**src/rtl/full_adder_cell_if.sv**
```systemverilog
// Operand/result bundle for full_adder_cell.
// The master drives the operands and capture strobe; the slave (the adder)
// returns the registered sum, carry-out and result-valid flag.
interface full_adder_cell_if #(
  parameter int WIDTH = 1
) ();

  logic             in_valid;
  logic [WIDTH-1:0] a;
  logic [WIDTH-1:0] b;
  logic             c_in;
  logic [WIDTH-1:0] sum;
  logic             c_out;
  logic             out_valid;

  modport master (
    output in_valid,
    output a,
    output b,
    output c_in,
    input  sum,
    input  c_out,
    input  out_valid
  );

  modport slave (
    input  in_valid,
    input  a,
    input  b,
    input  c_in,
    output sum,
    output c_out,
    output out_valid
  );

endinterface

```
**src/rtl/full_adder_cell.sv**
```systemverilog
// Registered ripple-carry adder built from 1-bit full-adder cells.
// {c_out, sum} = a + b + c_in (unsigned, modulo 2^(WIDTH+1)), one cycle
// after in_valid is sampled high. With in_valid low the result registers
// hold and only out_valid drops. The carry chain is purely combinational
// into the result register, so there is no input-to-output path.
module full_adder_cell #(
  parameter int WIDTH = 1
) (
  input  logic               clk,
  input  logic               rst_n,
  full_adder_cell_if.slave   bus
);

  // One full-adder cell: sum bit.
  function automatic logic fa_sum(input logic x, input logic y, input logic ci);
    return x ^ y ^ ci;
  endfunction

  // One full-adder cell: carry to the next bit (majority of the three inputs).
  function automatic logic fa_carry(input logic x, input logic y, input logic ci);
    return (x & y) | (x & ci) | (y & ci);
  endfunction

  logic [WIDTH:0]   carry_p0;
  logic [WIDTH-1:0] sum_p0;

  logic [WIDTH-1:0] sum_p1;
  logic             cout_p1;
  logic             vld_p1;

  // ---- stage p0: ripple chain of full-adder cells, carry enters at bit 0 ----
  always_comb begin
    carry_p0    = '0;
    sum_p0      = '0;
    carry_p0[0] = bus.c_in;
    for (int i = 0; i < WIDTH; i++) begin
      sum_p0[i]     = fa_sum(bus.a[i], bus.b[i], carry_p0[i]);
      carry_p0[i+1] = fa_carry(bus.a[i], bus.b[i], carry_p0[i]);
    end
  end

  // ---- stage p1: result register, loads only on a valid capture ----
  always_ff @(posedge clk or negedge rst_n) begin
    if (!rst_n) begin
      sum_p1  <= '0;
      cout_p1 <= 1'b0;
      vld_p1  <= 1'b0;
    end else begin
      vld_p1 <= bus.in_valid;
      if (bus.in_valid) begin
        sum_p1  <= sum_p0;
        cout_p1 <= carry_p0[WIDTH];
      end
    end
  end

  assign bus.sum       = sum_p1;
  assign bus.c_out     = cout_p1;
  assign bus.out_valid = vld_p1;

endmodule

```
**src/flat_wrapper.sv**
```systemverilog
// flat-port wrapper written by rule: the top's interface ports become plain ports
module full_adder_cell_flat 
#(
  parameter int WIDTH = 1
)
  (clk, rst_n, bus_in_valid, bus_a, bus_b, bus_c_in, bus_sum, bus_c_out, bus_out_valid);
  full_adder_cell_if #(.WIDTH(WIDTH)) bus_i ();
  input  logic clk;
  input  logic rst_n;
  input wire logic [$bits(bus_i.in_valid)-1:0] bus_in_valid;
  input wire logic [$bits(bus_i.a)-1:0] bus_a;
  input wire logic [$bits(bus_i.b)-1:0] bus_b;
  input wire logic [$bits(bus_i.c_in)-1:0] bus_c_in;
  output wire logic [$bits(bus_i.sum)-1:0] bus_sum;
  output wire logic [$bits(bus_i.c_out)-1:0] bus_c_out;
  output wire logic [$bits(bus_i.out_valid)-1:0] bus_out_valid;
  assign bus_i.in_valid = bus_in_valid;
  assign bus_i.a = bus_a;
  assign bus_i.b = bus_b;
  assign bus_i.c_in = bus_c_in;
  assign bus_sum = bus_i.sum;
  assign bus_c_out = bus_i.c_out;
  assign bus_out_valid = bus_i.out_valid;
  full_adder_cell #(.WIDTH(WIDTH)) u_core (.clk(clk), .rst_n(rst_n), .bus(bus_i));
endmodule
```
**config.mk**
```make
export PLATFORM = sky130hd
export DESIGN_NAME = full_adder_cell_flat
export DESIGN_NICKNAME = d
export VERILOG_FILES = /design/src/rtl/full_adder_cell_if.sv /design/src/rtl/full_adder_cell.sv /design/src/flat_wrapper.sv
export SDC_FILE = /design/constraint.sdc
export NUM_CORES = 1
export LEC_CHECK = 0
export ABC_AREA = 1
export CORE_AREA = 3 3 40 42
export CTS_CLUSTER_DIAMETER = 200
export DETAILED_ROUTE_END_ITERATION = 12
export DIE_AREA = 0 0 43 45
export SYNTH_ARGS = -nofsm -noshare
export SYNTH_HDL_FRONTEND = slang
export SYNTH_SLANG_ARGS = --single-unit
```
**constraint.sdc**
```tcl
create_clock -name clk -period 0.8 [get_ports clk]
set_input_delay 0.08 -clock clk [delete_from_list [all_inputs] [get_ports clk]]
set_output_delay 0.08 -clock clk [all_outputs]
set_load 0.005 [all_outputs]
```
==> results.ini, run 1 <==
[place]
dp.cells=36
gp_congestion=0.6441
port_buffers=8
pre_cts_slack_ns=-0.4265

[flow_run]
cap_violations=0

[global_routing]
grt_overflow=0
grt_pass1_vias=137
grt_util_all_layers_pct=4.511
grt_pass1_wl_um=503
grt_antenna_before_repair=0
grt_max_degree=5

[yosys]
synth_seq_area_share_pct=61.86
synthSimpleGateAreaFrac_pct=18.56
synth_commonest_cells=nand2_1 (6), dfrtp_1 (3), fa_1 (1), inv_1 (1)
synthAdderAreaFrac_pct=16.49
synth_seq_cells=3
synth.most_common_cell=nand2_1
synth.distinct_cells=4
netlist_area_sq_um=121.4
ys_async_sr_fraction_pct=100.0
synth-compound-area-share_pct=0
synth_top_area_share_pct=61.86
synth.largest_area_cell=dfrtp_1
syn_nets=18
synth.yosys.warnings=0
synth_xor_area_share_pct=0
synth.area.mux_share_pct=0
syn_inst=11
ys.flop_type=dfrtp_1
syn_avg_cell_area_sq_um=11.03
synth_area_leaders=dfrtp_1 (62%), nand2_1 (19%), fa_1 (16%)
synth_edf_count=0
synth_top_family_by_area=simple AND/OR/NAND/NOR gates

[critical_path]
cp_slowest_cell=dfrtp_1
cp.depth=1
cp_cell_sequence=buf_2
crit_arrival_ns=0.71
crit_required_ns=0.72
end_kind=output pin
crit_family=flip-flops
worstPathMaxFanout=2
cp_num_buf_inv=1
crit_path_start_kind=register
crit_type=reg2out
worst-r2r-cell-count=3
worst_path_largest_cell_delay_ns=0.36

[route]
route.vias.total=119
detail-route-antenna-nets=0
drt-total-wl_um=306
firstDrtPassIters=1
drcViolationCount=0
initialDrtViolationCount=0
via_per_inst=2.975
wl_per_cell_um=7.650

[timing]
timing.fmax_mhz=1262
hold_violations=0
final.period_utilization_pct=99.05
grt_setup_unrepaired=true
slew_headroom_pct=89.99
worst_slew_pin_slew_ns=0.1496
period_minus_slack_ns=0.7924
setup_viol_count_final=0
finClkSkew_ns=0
final.setup.worst_slack_ns=0.007599
maxSlewViolCount=0
hold_ws_ns=0.03570

[pwr]
p_sw_mw=0.1153
switching_share_pct=22.04
p_seq_share_pct=33.3
p_leak_nw=0.1256
p_int_mw=0.4077
ir_drop_mv=0.2528
pwr-share-clk_pct=50.5
p_per_area_nw_per_um2=2132
combPwrFrac_pct=16.2

[layout]
finish.utilization_pct=19.08
syn_to_final_growth_pct=102.1
instances_no_fill=40
diodes=0
drive_gt1_share_pct=32.00
fin_nets=33

[die]
io_pins=9
rows=13
die_w_um=43
start_util_pct=9.445
die_h_um=45
dieArea_sq_um=1935
core_area_sq_um=1285

[clocking]
cts_buffer_depth=2
cts_hold_buf=0
cts_buffers=3
clock_sinks=3
root_buffer=clkbuf_4
htreeDepth=1
clk_pin_slew_ns=0.04
clk_latency_ns=0.23
cts_tree=done

[min_path]
hold_class=in2async

[status]
status=complete, no violations

registers in the layout (all words and copies together), names as in the netlist:
signal,flops
u_core.bus.sum,1
u_core.bus.c_out,1
u_core.bus.out_valid,1
cells by family (layout without fill, tap and decap cells):
group / after synthesis / count (layout)
flip-flops: 3 / 3
adder cells (fa/ha/maj): 1 / 1
AND/OR/NAND/NOR: 6 / 6
buffers and inverters: 1 / 15
what timing repair did:
action,4_1_cts,5_1_grt
hold endpoints to repair,0,0
setup buffers,1,0
setup endpoints to repair,5,3
resized for setup,13,3
pin swaps,3,2
per-layer routing:
layer | GRT usage, % | vias to the layer above | part of all wire, %
met1 | 3.893 | 48 | 40
met3 | 0.3984 | 2 | 15
met4 | 12.65 | 0 | 7.5
li1 | - | 59 | -
met5 | 0 | - | 0
met2 | 4.790 | 10 | 37
per-stage QoR:
stage               TNS (ns)  cell area [sq um]  power, mW
floorplan                  0              121.4     0.1970
global placement      -1.057              235.2     0.2809
detailed placement    -1.082              235.2     0.2818
CTS                 -0.09747              247.7     0.5446
global route        -0.03740              245.2     0.5604
finish                     0              245.2     0.5230
layout by cell type, fill, tap and decap left out, drive strengths merged:
cell           netlist  layout
clkdlybuf4s15        0       2
dfrtp                3       3
clkdlybuf4s50        0       2
fa                   1       1
dlygate4sd2          0       1
nand2                6       6
clkbuf               0       5
inv                  1       1
buf                  0       4
power by group through the flow:
| stage | sequential, mW | clock, mW | combinational (mW) |
|---|---|---|---|
| after CTS | 0.174 | 0.282 | 0.0881 |
| final | 0.174 | 0.264 | 0.0849 |
| after detailed placement | 0.177 | 0 | 0.105 |
| after global routing | 0.176 | 0.286 | 0.0984 |
| after floorplan | 0.179 | 0 | 0.0179 |
| after global placement | 0.177 | 0 | 0.104 |
area by class of cell:
cell class / count / area (sq um)
clock buffer: 4 / 26.28
fill: 147 / 1040
inverter: 1 / 3.754
multi-input combinational: 7 / 42.54
sequential: 3 / 75.07
tap: 15 / 18.77
timing repair buffer: 10 / 78.83
final timing paths:
path | slack (ns) | to | from
max | 0.008 | bus_sum | u_core.bus.sum
min | 0.04 | u_core.bus.c_out | rst_n
max reg2reg | 0.11 | u_core.bus.sum | u_core.bus.sum
min reg2reg | 0.55 | u_core.bus.c_out | u_core.bus.c_out
max in group asynchronous | 0.62 | u_core.bus.sum | rst_n
min in group clk | 0.32 | u_core.bus.sum | bus_a
No activity file was read; power rests on OpenSTA's default activity.
==> inputs of run 2 (changes only) <==
- SLEW_MARGIN: unset -> 20
==> results of run 2 <==
Final layout, timing and power as in run 1 (identical DEF).
==> inputs of run 3 (changes only) <==
- CORE_AREA: 3 3 40 42 -> 2 2 39 41
- DIE_AREA: 0 0 43 45 -> 0 0 41 43
==> results.ini, run 3 (synthesized netlist as in run 1, its figures left out) <==
[timing]
grt_setup_unrepaired=true
slew_headroom_pct=89.44
final.period_utilization_pct=101.9
final.setup.worst_slack_ns=-0.01512
worst_slew_pin_slew_ns=0.1579
setup_viol_count_final=2
maxSlewViolCount=0
period_minus_slack_ns=0.8151
finClkSkew_ns=0
hold_violations=0
hold_ws_ns=0.02971
timing.fmax_mhz=1227

[flow_run]
cap_violations=0

[layout]
design_area_sq_um=254.0
nFillCells=153
syn_to_final_growth_pct=109.3
diodes=0
fin_nets=33
layout_common_cells=nand2_1 (4), clkbuf_4 (3), buf_2 (3), dfrtp_1 (3)
final_common_cell=nand2_1
drive_gt1_share_pct=40.00
finish.utilization_pct=18.35

[clocking]
cts_hold_buf=0
cts_buffer_depth=2
clk_pin_slew_ns=0.04
cts_buffers=3
clk_latency_ns=0.23
htreeDepth=1
clock_sinks=3
cts_tree=done
root_buffer=clkbuf_4

[route]
detail-route-antenna-nets=0
firstDrtPassIters=3
drcViolationCount=0
initialDrtViolationCount=2
route.vias.total=112
wl_per_cell_um=7.341
via_per_inst=2.732
drt-total-wl_um=301

[place]
placed_area_sq_um=236.5
pre_cts_slack_ns=-0.4286
gp_congestion=0.5560
port_buffers=8

[min_path]
hold_class=in2async

[critical_path]
worstPathMaxFanout=2
cp_slowest_cell=dfrtp_1
crit_family=flip-flops
cp_num_buf_inv=1
crit_path_start_kind=register
cp.depth=1
ff2ff_setup_slack_ns=0.10
worst-r2r-cell-count=3
crit_arrival_ns=0.74
cp_cell_sequence=buf_2
worst_path_largest_cell_delay_ns=0.37
crit_type=reg2out
end_kind=output pin
crit_required_ns=0.72

[die]
io_pins=9
die_w_um=41
dieArea_sq_um=1763
rows=14
die_h_um=43
start_util_pct=8.770
core_area_sq_um=1384

[pwr]
p_per_area_nw_per_um2=2127
p_sw_mw=0.1259
p_leak_nw=0.1277
p_int_mw=0.4143
pwr-share-clk_pct=49.9
p_seq_share_pct=32.5
power_mw=0.5402
ir_drop_mv=0.6400
combPwrFrac_pct=17.5
switching_share_pct=23.30

[global_routing]
grt_util_all_layers_pct=4.632
grt_pass1_wl_um=510
grt_max_degree=5
grt_pass1_vias=141
grt_antenna_before_repair=0
grt_overflow=0

[status]
status=finished with violations
violations=setup timing

==> run 3: cell count changes in the layout (fill, tap and decap cells not counted), sizes merged <==
cell,before,now
clkdlybuf4s15,2,1
dlygate4sd2,1,2
clkbuf,5,4
buf,4,5
==> run 3: timing repair <==
action                     CTS  global route
setup endpoints to repair    5             4
pin swaps                    2             2
gates resized for setup     15             4
buffers inserted             1             0
hold endpoints to repair     0             0
==> run 3: path summary, 6_finish.rpt <==
| kind | startpoint | endpoint |
|---|---|---|
| max | u_core.bus.sum | bus_sum |
| min reg2reg | u_core.bus.c_out | u_core.bus.c_out |
| min | rst_n | u_core.bus.c_out |
| max in group asynchronous | rst_n | u_core.bus.out_valid |
| max reg2reg | u_core.bus.sum | u_core.bus.sum |
| min in group clk | bus_b | u_core.bus.sum |
==> run 3: final cells by class <==
cell class	count	area, sq um	share of cell area, %
inverter	1	3.754	1.478
multi-input combinational	7	47.55	18.72
clock buffer	4	26.28	10.34
sequential	3	75.07	29.56
tap	16	20.02	7.882
timing repair buffer	10	81.33	32.02
==> run 3: metrics by stage <==
stage	TNS (ns)	instances
floorplan	0	11
global placement	-1.061	37
detailed placement	-1.095	37
CTS	-0.04179	42
global route	-0.09820	41
finish	-0.01527	41
==> run 3: power groups by stage <==
stage | clock (mW) | sequential [mW] | combinational (mW)
2_1_floorplan | 0 | 0.179 | 0.0179
3_3_place_gp | 0 | 0.177 | 0.103
3_5_place_dp | 0 | 0.178 | 0.103
4_1_cts | 0.287 | 0.174 | 0.0955
5_1_grt | 0.293 | 0.178 | 0.110
6_report | 0.270 | 0.176 | 0.0948
==> run 3: layer usage <==
layer  track usage [%]  part of all wire, %  vias up
met5                 0                    0        -
met4             2.000                    0        0
met3             5.236                   14        0
met2             5.000                   31        8
met1             5.519                   54       44
li1                  -                    -       60
